**config.mk**
```make
export PLATFORM = sky130hd
export DESIGN_NAME = score_counter
export DESIGN_NICKNAME = d
export VERILOG_FILES = /design/src/rtl/score_counter.sv
export SDC_FILE = /design/constraint.sdc
export NUM_CORES = 1
export LEC_CHECK = 0
export CORE_AREA = 4 4 41 43
export CTS_BUF_LIST = sky130_fd_sc_hd__clkbuf_16
export DETAILED_ROUTE_END_ITERATION = 8
export DIE_AREA = 0 0 45 47
export PLACE_DENSITY = 0.61
export SLEW_MARGIN = 25
export SYNTH_ARGS = -nofsm -noshare
export SYNTH_HDL_FRONTEND = slang
export SYNTH_SLANG_ARGS = --single-unit
```
**constraint.sdc**
```tcl
create_clock -name Clock -period 1.4 [get_ports Clock]
set_input_delay 0.42 -clock Clock [delete_from_list [all_inputs] [get_ports Clock]]
set_output_delay 0.42 -clock Clock [all_outputs]
set_load 0.02 [all_outputs]
```
**src/rtl/score_counter.sv**
```systemverilog
// Per-player saturating win counter driving an active-low seven-segment digit.
// One point per rising edge with win high; count clears asynchronously on Reset low.
module score_counter #(
    parameter int unsigned MAX_SCORE = 7
) (
    input  logic       Clock,
    input  logic       Reset,
    input  logic       win,
    output logic [6:0] hex
);

    localparam logic [3:0] MaxCount = 4'(MAX_SCORE);

    logic [3:0] r_count;
    logic [3:0] w_count_next;

    always_comb begin
        w_count_next = r_count;
        if (win && (r_count < MaxCount)) begin
            w_count_next = r_count + 4'd1;
        end
    end

    always_ff @(posedge Clock or negedge Reset) begin
        if (!Reset) begin
            r_count <= 4'd0;
        end else begin
            r_count <= w_count_next;
        end
    end

    // Unregistered decode: hex follows the count with no extra cycle.
    always_comb begin
        hex = 7'b1111111;
        case (r_count)
            4'd0:    hex = 7'b1000000;
            4'd1:    hex = 7'b1111001;
            4'd2:    hex = 7'b0100100;
            4'd3:    hex = 7'b0110000;
            4'd4:    hex = 7'b0011001;
            4'd5:    hex = 7'b0010010;
            4'd6:    hex = 7'b0000010;
            4'd7:    hex = 7'b1111000;
            4'd8:    hex = 7'b0000000;
            4'd9:    hex = 7'b0010000;
            default: hex = 7'b1111111;
        endcase
    end

endmodule

```
# Word-level counts from Yosys, hierarchy flattened
# Memory sizes are Yosys's and may differ from the RTL's.
# Index checks and enable logic that the tools add are counted.
# totals
regBits	4
romBits	112
inputBits	3
out_inout_bits	7
word_cells	5
mem_count	1
# classes
add_sub_neg	1
n_lt_le_gt_ge	1
reduce_logical	1
# mem_list
name	words	width	rd	rd_clocked_by_memory_dff	wr	line_no	rtl
(name not given)	16	7	1	0	0	35	case (r_count)
# op_table
operator	count
4-bit by 1-bit adder with 4-bit output (second input constant)	1
4-bit by 3-bit less-than comparator with 1-bit output (second input constant)	1
1-bit logical AND	1

# Longest topological paths before layout
# Gate-level depths: netlist (run 1).
# logic_depth
ltp_word	2
ltp_mapped	5
depth_no_buf	5

# Worst setup path before layout (run 1)
# No wires, ideal clock.
# synth_path
path_type	reg2out
startpoint	reg r_count[1]
endpoint	out hex[3]
arrival_ns	1.226
required_time_ns	0.980
setup_slack_ns	-0.246
stages_incl_launch_ff	4
path_buffers	0
path_cell_list	dfrtp_1 inv_1 ha_1 a31oi_1
# synth_via
elab_chain_len	1
# synth_lines
item	line_no	rtl
from (decl)	14	logic [3:0] r_count;
from (signal assigned)	28	r_count <= w_count_next;
memory 16 x 7 bit	n/a	
to (decl)	9	output logic [6:0] hex
# Every way passes these cells.

# Final worst setup path (run 1)
# layout_path
startpoint	reg r_count[0]
endpoint	out hex[3]
# Same word-level chain as after synthesis.

==> flow_metrics.tcl, run 1 <==
set metrics [dict create \
    synth_nets 54 \
    largest_reg_flops 4 \
    grt_pass1_vias 405 \
    portBuffers 9 \
    numCtsBuffers 3 \
    totalPowerFinal_mw 0.5668 \
    worst-r2r-cell-count 7 \
    synth_area_um2 370.4 \
    start_util_pct 28.46 \
    cts_htree_levels 1 \
    cts_tree "yes" \
    power_density_mw_per_mm2 695.9 \
    dp.final_hpwl_um 692.7 \
    layout.nets 85 \
    worstPathRequired_ns 0.98 \
    clock_skew_ns 0.0008193 \
    placed_cells 82 \
    endpoint_kind "output pin" \
    highest_layer "met4" \
    switching_share_pct 14.17 \
    antenna_found_initial 0 \
    status "complete, but fails checks" \
    largestRegisters "r_count: 4 flops" \
    grt_pass1_wl_um 1725 \
    ys_ff_latch 4 \
    layout_common_cells "buf_4, buf_6, nand2b_1" \
    power.leakage_nw 0.3867 \
    vias 409 \
    fin_tns_setup_ns -2.949 \
    holdWs_ns 0.3922 \
    viasPerCell 4.544 \
    drtIter0Drc 1 \
    power.switching_mw 0.08032 \
    fmax_ghz 0.5335 \
    cts.sinks 4 \
    syn_area_per_cell_um2 8.051 \
    cts_buffer_depth 2 \
    n_antenna_cell 0 \
    critPathSlowestCell "dfrtp_2" \
    drv_slew 0 \
    grt_max_degree 12 \
    startpoint_type "register" \
    met1_length_um 460 \
    worst_pin_slew_ns 0.4047 \
    num_rows 13 \
    path_clk_slew_ns 0.03 \
    hold_viol 0 \
    dr_wl_met3_um 54 \
    synth_top_area_share_pct 27.03 \
    cp_slowest_stage_delay_ns 0.43 \
    violations "negative setup slack" \
    overflow 0 \
    clk_latency_ns 0.22 \
    yosysSeqAreaShare_pct 27.03 \
    fin_crit_ns 1.874 \
    crit_fanout 3 \
    rsz0062_at_grt "yes" \
    wl_met2_um 540 \
    worst-setup-path-type "reg2out" \
    io_pins 10 \
    cp.arrival_ns 1.45 \
    die_h_um 47 \
    layout_commonest_cell "buf_4" \
    worst_slack_ns -0.4744 \
    track_usage_pct 12.06 \
    syn2layout_area_growth_pct 119.9 \
    drc 0 \
    r2r-start "r_count[0]" \
    intPower_mw 0.4865 \
    yosys-top-cells-area "dfrtp_1, ha_1, nand2b_1" \
    core_area_mm2 0.001301 \
    die_w_um 45 \
    drive_above_1_share_pct 66.67 \
    setup_viol 9 \
    power_frac_clock_pct 78.0 \
    drtPass1Iterations 2 \
    hold_path_class "in2async" \
    routedWlPerCell_um 12.13 \
    power_frac_comb_pct 1.4 \
    vdd_drop_max_mv 1.287 \
    worstReg2RegEnd "r_count[1]" \
    yosys.area.top_type "dfrtp_1" \
    regMostFlops "r_count" \
    period_share_pct 133.9 \
    routed_wirelength_um 1092 \
    cts_root_buf "clkbuf_16" \
    worstPathCellList "ha_4 -> or2_1 -> a21oi_2 -> a31oi_2 -> buf_4" \
    drtAntennaViolNets 0 \
    place_congestion 0.7353 \
    final_cells 90 \
    relSlewSlack_pct 73.02 \
    netlist_instances 46 \
    cap_violations 0 \
    fillCellCount 124 \
    dieArea_mm2 0.002115 \
    ys_types 20 \
    yosysWarnings 0 \
    reg2reg_slack_ns -0.08 \
    sequentialPowerShare_pct 20.5 \
]
critical path: cells and delay by family, from the launching register on:
kind	cells	cell delay, ns
buf+inv	1	0.16
fa+ha+maj	1	0.17
compound gates	2	0.24
simple gates	1	0.23
flops	1	0.43
metrics by stage:
step | instance area, µm² | worst slack (ns) | util (%)
2_1_floorplan | 391.6 | -0.1502 | -
3_3_place_gp | 589.3 | -0.6124 | 45.29
3_5_place_dp | 589.3 | -0.6167 | 45.29
4_1_cts | 755.7 | -0.4621 | 58.08
5_1_grt | 814.5 | -0.5613 | 62.60
6_report | 814.5 | -0.4744 | 62.60
cell families after synthesis:
logic type | Yosys count | share of synthesized area (%)
simple gates | 18 | 25.00
fa+ha+maj | 5 | 16.89
buf+inv | 5 | 7.431
compound gates | 12 | 18.24
flops | 4 | 27.03
xor+xnor | 1 | 2.365
mux | 1 | 3.040
cell usage after synthesis (all sizes together):
library cell / count
xnor2: 1
nor2b: 1
buf: 2
a31oi: 1
nand3b: 1
o21ai: 7
a21o: 1
nor2: 5
a21oi: 3
dfrtp: 4
or2: 1
or2b: 1
mux2: 1
nand2b: 4
ha: 5
inv: 3
nand2: 5
power by group through the flow:
stage	Clock, mW	Combinational [mW]	Sequential [mW]
after detailed placement	0	0.00813	0.118
after floorplan	0	0.000540	0.118
after global placement	0	0.00826	0.118
final	0.442	0.00808	0.116
after global routing	0.468	0.00882	0.116
after CTS	0.452	0.00819	0.116
worst max path at each step:
stage	from	endpoint	slack, ns	cells past startpoint
floorplan	r_count[1]	hex[0]	-0.15	5
global placement	r_count[1]	hex[0]	-0.61	5
detailed placement	r_count[1]	hex[0]	-0.62	5
CTS	r_count[0]	hex[3]	-0.46	5
global route	r_count[1]	hex[3]	-0.56	6
finish	r_count[0]	hex[3]	-0.47	5
area by class of cell:
class                   instances  area [µm²]  area share (%)
clock buffers                   3       75.07           9.217
inverters                       3       11.26           1.382
multi-input cells              37       339.1           41.63
flip-flops and latches          4       101.3           12.44
well taps                      15       18.77           2.304
repair buffers                 28       269.0           33.03
routing by layer:
layer  vias to the layer above  global-route usage, %
li1                        208                      -
met1                       186                  12.90
met2                        11                  19.21
met3                         4                  2.682
met4                         0                  12.28
met5                         -                      0
timing repair:
| action | 4_1_cts | 5_1_grt |
|---|---|---|
| setup buffers | 3 | 3 |
| resized for setup | 49 | 11 |
| setup endpoints to repair | 9 | 10 |
| hold buffers | 0 | 0 |
| pin swaps | 6 | 9 |
No activity file was read; power rests on OpenSTA's default activity.
==> inputs of run 2 (changes only) <==
SLEW_MARGIN = unset   (was 25)
==> results of run 2 <==
Final layout, timing and power as in run 1 (identical DEF).
